==> config.mk <==
export PLATFORM = sky130hd
export DESIGN_NAME = exibe_sequencia_flat
export DESIGN_NICKNAME = d
export VERILOG_FILES = /design/src/rtl/exibe_sequencia_if.sv /design/src/rtl/exibe_sequencia.sv /design/src/flat_wrapper.sv
export SDC_FILE = /design/constraint.sdc
export NUM_CORES = 1
export LEC_CHECK = 0
export ABC_AREA = 1
export BUFFER_PORTS_ARGS = -buffer_cell sky130_fd_sc_hd__buf_2
export CORE_ASPECT_RATIO = 1.1
export CORE_UTILIZATION = 57
export DETAILED_ROUTE_END_ITERATION = 6
export PLACE_DENSITY_LB_ADDON = 0.12
export SLEW_MARGIN = 5
export SYNTH_ARGS = -nofsm -noshare
export SYNTH_HDL_FRONTEND = slang
export SYNTH_SLANG_ARGS = --single-unit
==> constraint.sdc <==
create_clock -name clock -period 1.8 [get_ports clock]
set_input_delay 0.36 -clock clock [delete_from_list [all_inputs] [get_ports clock]]
set_output_delay 0.36 -clock clock [all_outputs]
set_load 0.02 [all_outputs]
==> src/rtl/exibe_sequencia_if.sv <==
`default_nettype none
// +--------------------------------------------------------------------------+
// | Module      : exibe_sequencia_if                                         |
// | Description : Bus between the control unit / sequence memory and the     |
// |               sequence playback block.                                   |
// | Revision    : 1.0 - initial release                                      |
// +--------------------------------------------------------------------------+
interface exibe_sequencia_if;
  logic       iniciar;
  logic       abortar;
  logic [3:0] rodada;
  logic [3:0] mem_dado;
  logic [3:0] mem_endereco;
  logic [3:0] leds;
  logic       ocupado;
  logic       pronto;
  logic [3:0] db_estado;

  // Control unit + memory side
  modport master (
    output iniciar, abortar, rodada, mem_dado,
    input  mem_endereco, leds, ocupado, pronto, db_estado
  );

  // Playback block side
  modport slave (
    input  iniciar, abortar, rodada, mem_dado,
    output mem_endereco, leds, ocupado, pronto, db_estado
  );
endinterface
`default_nettype wire

==> src/rtl/exibe_sequencia.sv <==
`default_nettype none
// +--------------------------------------------------------------------------+
// | Module      : exibe_sequencia                                            |
// | Description : Plays back memory positions 0..rodada on the LEDs, each    |
// |               lit for T_ON cycles followed by a T_OFF-cycle blank gap,   |
// |               then pulses pronto for one cycle.                          |
// | Revision    : 1.0 - initial release                                      |
// +--------------------------------------------------------------------------+
module exibe_sequencia #(
  parameter int T_ON  = 500,
  parameter int T_OFF = 250,
  parameter int T_W   = 16
) (
  input logic                 clock,
  input logic                 reset,
  exibe_sequencia_if.slave    bus
);

  typedef enum logic [3:0] {
    OCIOSO  = 4'd0,
    CARREGA = 4'd1,
    ACESO   = 4'd2,
    APAGADO = 4'd3,
    FIM     = 4'd4
  } estado_t;

  localparam logic [T_W-1:0] C_ON_ULTIMO  = T_W'(T_ON - 1);
  localparam logic [T_W-1:0] C_OFF_ULTIMO = T_W'(T_OFF - 1);

  estado_t        r_estado,   w_estado;
  logic [T_W-1:0] r_timer,    w_timer;
  logic [3:0]     r_rodada,   w_rodada;
  logic [3:0]     r_led,      w_led;
  logic [3:0]     r_endereco, w_endereco;

  // State, timer, latched round length, latched pattern and address registers
  always_ff @(posedge clock or negedge reset) begin
    if (!reset) begin
      r_estado   <= OCIOSO;
      r_timer    <= '0;
      r_rodada   <= '0;
      r_led      <= '0;
      r_endereco <= '0;
    end else begin
      r_estado   <= w_estado;
      r_timer    <= w_timer;
      r_rodada   <= w_rodada;
      r_led      <= w_led;
      r_endereco <= w_endereco;
    end
  end

  // Next-state logic; abortar overrides every state, including a start request
  always_comb begin
    w_estado   = r_estado;
    w_timer    = r_timer;
    w_rodada   = r_rodada;
    w_led      = r_led;
    w_endereco = r_endereco;

    if (bus.abortar) begin
      w_estado = OCIOSO;
      w_timer  = '0;
    end else begin
      case (r_estado)
        OCIOSO: begin
          if (bus.iniciar) begin
            w_rodada   = bus.rodada;
            w_endereco = '0;
            w_estado   = CARREGA;
          end
        end
        CARREGA: begin
          // Memory is combinational: the data for r_endereco is valid now
          w_led    = bus.mem_dado;
          w_timer  = '0;
          w_estado = ACESO;
        end
        ACESO: begin
          if (r_timer == C_ON_ULTIMO) begin
            w_timer  = '0;
            w_estado = APAGADO;
          end else begin
            w_timer = r_timer + T_W'(1);
          end
        end
        APAGADO: begin
          if (r_timer == C_OFF_ULTIMO) begin
            w_timer = '0;
            // Last step reached: address stops at rodada, so it never wraps
            if (r_endereco == r_rodada) begin
              w_estado = FIM;
            end else begin
              w_endereco = r_endereco + 4'd1;
              w_estado   = CARREGA;
            end
          end else begin
            w_timer = r_timer + T_W'(1);
          end
        end
        FIM: begin
          w_estado = OCIOSO;
        end
        default: begin
          w_estado = OCIOSO;
          w_timer  = '0;
        end
      endcase
    end
  end

  // Moore output decodes from registered state only
  assign bus.leds         = (r_estado == ACESO) ? r_led : 4'd0;
  assign bus.pronto       = (r_estado == FIM);
  assign bus.ocupado      = (r_estado != OCIOSO);
  assign bus.db_estado    = r_estado;
  assign bus.mem_endereco = r_endereco;

endmodule
`default_nettype wire

==> src/flat_wrapper.sv <==
// flat-port wrapper written by rule: the top's interface ports become plain ports
module exibe_sequencia_flat 
#(
  parameter int T_ON  = 500,
  parameter int T_OFF = 250,
  parameter int T_W   = 16
)
  (clock, reset, bus_iniciar, bus_abortar, bus_rodada, bus_mem_dado, bus_mem_endereco, bus_leds, bus_ocupado, bus_pronto, bus_db_estado);
  exibe_sequencia_if bus_i ();
  input logic clock;
  input logic reset;
  input wire logic [$bits(bus_i.iniciar)-1:0] bus_iniciar;
  input wire logic [$bits(bus_i.abortar)-1:0] bus_abortar;
  input wire logic [$bits(bus_i.rodada)-1:0] bus_rodada;
  input wire logic [$bits(bus_i.mem_dado)-1:0] bus_mem_dado;
  output wire logic [$bits(bus_i.mem_endereco)-1:0] bus_mem_endereco;
  output wire logic [$bits(bus_i.leds)-1:0] bus_leds;
  output wire logic [$bits(bus_i.ocupado)-1:0] bus_ocupado;
  output wire logic [$bits(bus_i.pronto)-1:0] bus_pronto;
  output wire logic [$bits(bus_i.db_estado)-1:0] bus_db_estado;
  assign bus_i.iniciar = bus_iniciar;
  assign bus_i.abortar = bus_abortar;
  assign bus_i.rodada = bus_rodada;
  assign bus_i.mem_dado = bus_mem_dado;
  assign bus_mem_endereco = bus_i.mem_endereco;
  assign bus_leds = bus_i.leds;
  assign bus_ocupado = bus_i.ocupado;
  assign bus_pronto = bus_i.pronto;
  assign bus_db_estado = bus_i.db_estado;
  exibe_sequencia #(.T_ON(T_ON), .T_OFF(T_OFF), .T_W(T_W)) u_core (.clock(clock), .reset(reset), .bus(bus_i));
endmodule
==> impl_metrics.ini <==
[drt]
routed_wl_um = 4020
vias_per_cell = 5.20
drtIter0Drc = 109
ant_nets = 0
drtPass1Iterations = 6
drc = 4
wire_per_inst_um = 11.8
vias = 1763

[yosys]
synthesis.nets = 287
synth_flop_cell = dfrtp_1
yosys_warnings = 0
synth-compound-area-share_pct = 5.30
synth.distinct_cells = 25
ys_seq_elements = 31
yosysTopAreaCell = dfrtp_1
synth_fa_ha_area_share_pct = 1.96
synth_xor_area_share_pct = 4.13
synth_top_family_by_area = simple AND/OR/NAND/NOR gates
synth_top_cell_area_share_pct = 40.6
synthTopCellsByArea = dfrtp_1 (41%), nand2_1 (13%), nand3_1 (8.6%), inv_1 (7.7%), nor2_1 (7.1%)
synth_cells = 272
yosysMostFrequentCell = nand2_1
synth.top_cells.by_count = nand2_1 (68), inv_1 (39), nor2_1 (36)
synthMuxAreaShare_pct = 0
synthesis.area_um2 = 1910
syn_avg_cell_area_um2 = 7.02
yosysSeqAreaShare_pct = 40.6
async_reset_ff_share_pct = 100
synth_edf_count = 0
yosys.area_share.simple_pct = 38.0

[setup_path]
crit_slowest_cell = dfrtp_2
cp.arrival_ps = 1360
reg2regPathDepth = 7
r2r-start = u_core.bus.db_estado[0]
path_delay_family = flip-flops
start_kind = flop
crit_fanout = 6
path_class = flop to primary output
r2r_end = u_core.r_timer[1]
worstPathCellList = inv_2 -> nor3_4 -> inv_2 -> nor2_1 -> buf_2
cpMostUsedCell = inv_2
endpoint_kind = primary output
critical_path_buf_inv_count = 3
reg2reg_setup_slack_ps = 230
worstPathRequired_ps = 1440
slowest_delay_ps = 420
worstSetupPathDepth = 5

[die]
fp.dieH_um = 62.7
ios = 26
die_width_um = 57.2
coreArea_um2 = 3130
num_rows = 21
fp.dieArea_um2 = 3590
initial_core_util_pct = 61.1

[cts]
cts.clk_slew.worst_paths_ps = 100
clk_latency_ps = 340
numClockSinks = 31
tritoncts = yes
cts-root-buf = clkbuf_4
cts_buffer_depth = 2
hold_buffers = 0
htreeDepth = 2
cts_buffers = 5

[sta]
layout_setup_ws_ps = 75.2
skew_ps = 10.1
setup_viol = 0
worstMarginPinSlew_ps = 681
finalCritPeriodShare_pct = 95.8
fmax_mhz = 580
finalHoldViolCount = 0
holdWs_ps = 50.1
maxSlewHeadroom_pct = 54.6
final_max_slew_viol_count = 0
fin_crit_ps = 1720

[pwr]
powerDensity_nw_per_um2 = 1050
p_leak_uw = 0.00122
ir_drop_v = 0.000799

[cells_and_area]
final_nets = 319
instances_no_fill = 339
final_layout_size_suffix_gt1_share_pct = 18.0
seq_area_um2 = 779
multi_input_area_um2 = 955
area_growth_pct = 13.4
fillers = 280
antenna_cells = 0

[placed_design]
io_buffers = 24
gp_congestion = 0.890
preCtsSetupSlack_ps = 252
hpwl_um = 2960
placed_cells_incl_taps = 328

[hold_path]
hold_path.class = input port to asynchronous set/reset pin

[grt]
grt_pass1_vias = 1612
overflow = 0
grt_pass1_wl_um = 7030
grt.total_usage_pct = 25.4
antenna_found_initial = 0
grt_max_degree = 32

[outcome]
violations = DRC
status = finished, violations left

[flow_run]
maxCapViolCount = 0
[metal layers]
| metal | track usage [%] | share of wire, % | wire length (um) |
|---|---|---|---|
| met1 | 34.7 | 47 | 1880 |
| met2 | 39.1 | 47 | 1890 |
| met3 | 6.21 | 4.6 | 185 |
| met4 | 9.15 | 1.4 | 55 |
| met5 | 0 | 0 | 0 |
[worst max path at each step]
stage	start	end
CTS	u_core.bus.db_estado[1]	bus_leds[1]
global placement	u_core.bus.db_estado[2]	u_core.bus.mem_endereco[1]
floorplan	u_core.bus.db_estado[2]	u_core.bus.mem_endereco[0]
global route	u_core.bus.db_estado[1]	bus_leds[3]
detailed placement	u_core.bus.db_estado[2]	u_core.bus.mem_endereco[3]
finish	u_core.bus.db_estado[1]	bus_leds[2]
[placed cells by master, fill, tap and decap left out]
master and n:
clkbuf_8 2, conb_1 1, a31o_2 1, o21ai_1 3, inv_2 5, nand3_1 33
nor3_4 1, nand3_2 2, nor2_1 36, a21oi_1 5, xor2_1 9, or2_1 1
nor2_4 1, dfrtp_2 3, a22oi_1 1, nand2_2 4, buf_2 23, nand2_4 1
ha_1 3, o21ai_0 9, clkbuf_1 1, inv_1 38, clkbuf_4 5, nand2_1 68
buf_4 6, dfrtp_1 28, nor2_2 1, nor3_1 5, nand4_1 9
[registers in the layout (all words and copies together) (netlist names)]
register,flops
u_core.r_led,4
u_core.bus.mem_endereco,4
u_core.bus.db_estado,3
u_core.r_rodada,4
u_core.r_timer,16
[timing repair]
item	CTS	global route
setup buffers	0	3
resized for setup	0	6
setup endpoints to repair	0	4
[worst reg2reg max path, delay by kind of cell, from the launching register on]
kind | cells | cell delay, ps
AOI/OAI and AO/OA | 1 | 80
DFF | 1 | 440
buffers and inverters | 3 | 570
and+or+nand+nor | 3 | 410
[final cells by class]
| type | instances | area share [%] |
|---|---|---|
| inverter | 43 | 7.45 |
| multi-input combinational | 194 | 44.1 |
| timing repair buffer | 29 | 7.39 |
| clock buffer | 8 | 3.18 |
| tap | 34 | 1.96 |
| sequential | 31 | 36.0 |
[metrics by stage]
| step | instance area, um2 | util [%] | TNS (ps) | total power [uW] |
|---|---|---|---|---|
| after floorplan | 1910 | - | 0 | 1520 |
| after global placement | 2060 | 66.0 | 0 | 1750 |
| after detailed placement | 2060 | 66.0 | 0 | 1760 |
| after CTS | 2130 | 68.2 | 0 | 2230 |
| after global routing | 2170 | 69.3 | -71.9 | 2460 |
| final | 2170 | 69.3 | 0 | 2280 |
[logic make-up after synthesis]
| family | count (synthesis) |
|---|---|
| buf+inv | 47 |
| fa+ha+maj | 3 |
| compound gates | 19 |
| other cells | 1 |
| flops | 31 |
| xor+xnor | 9 |
| simple gates | 162 |
[power by group]
part / total (uW) / internal [uW] / switching (uW)
Clock: 464 / 230 / 234
Sequential: 931 / 828 / 102
Combinational: 883 / 300 / 582
Total: 2280 / 1360 / 919
(Power assumes the default switching activity.)
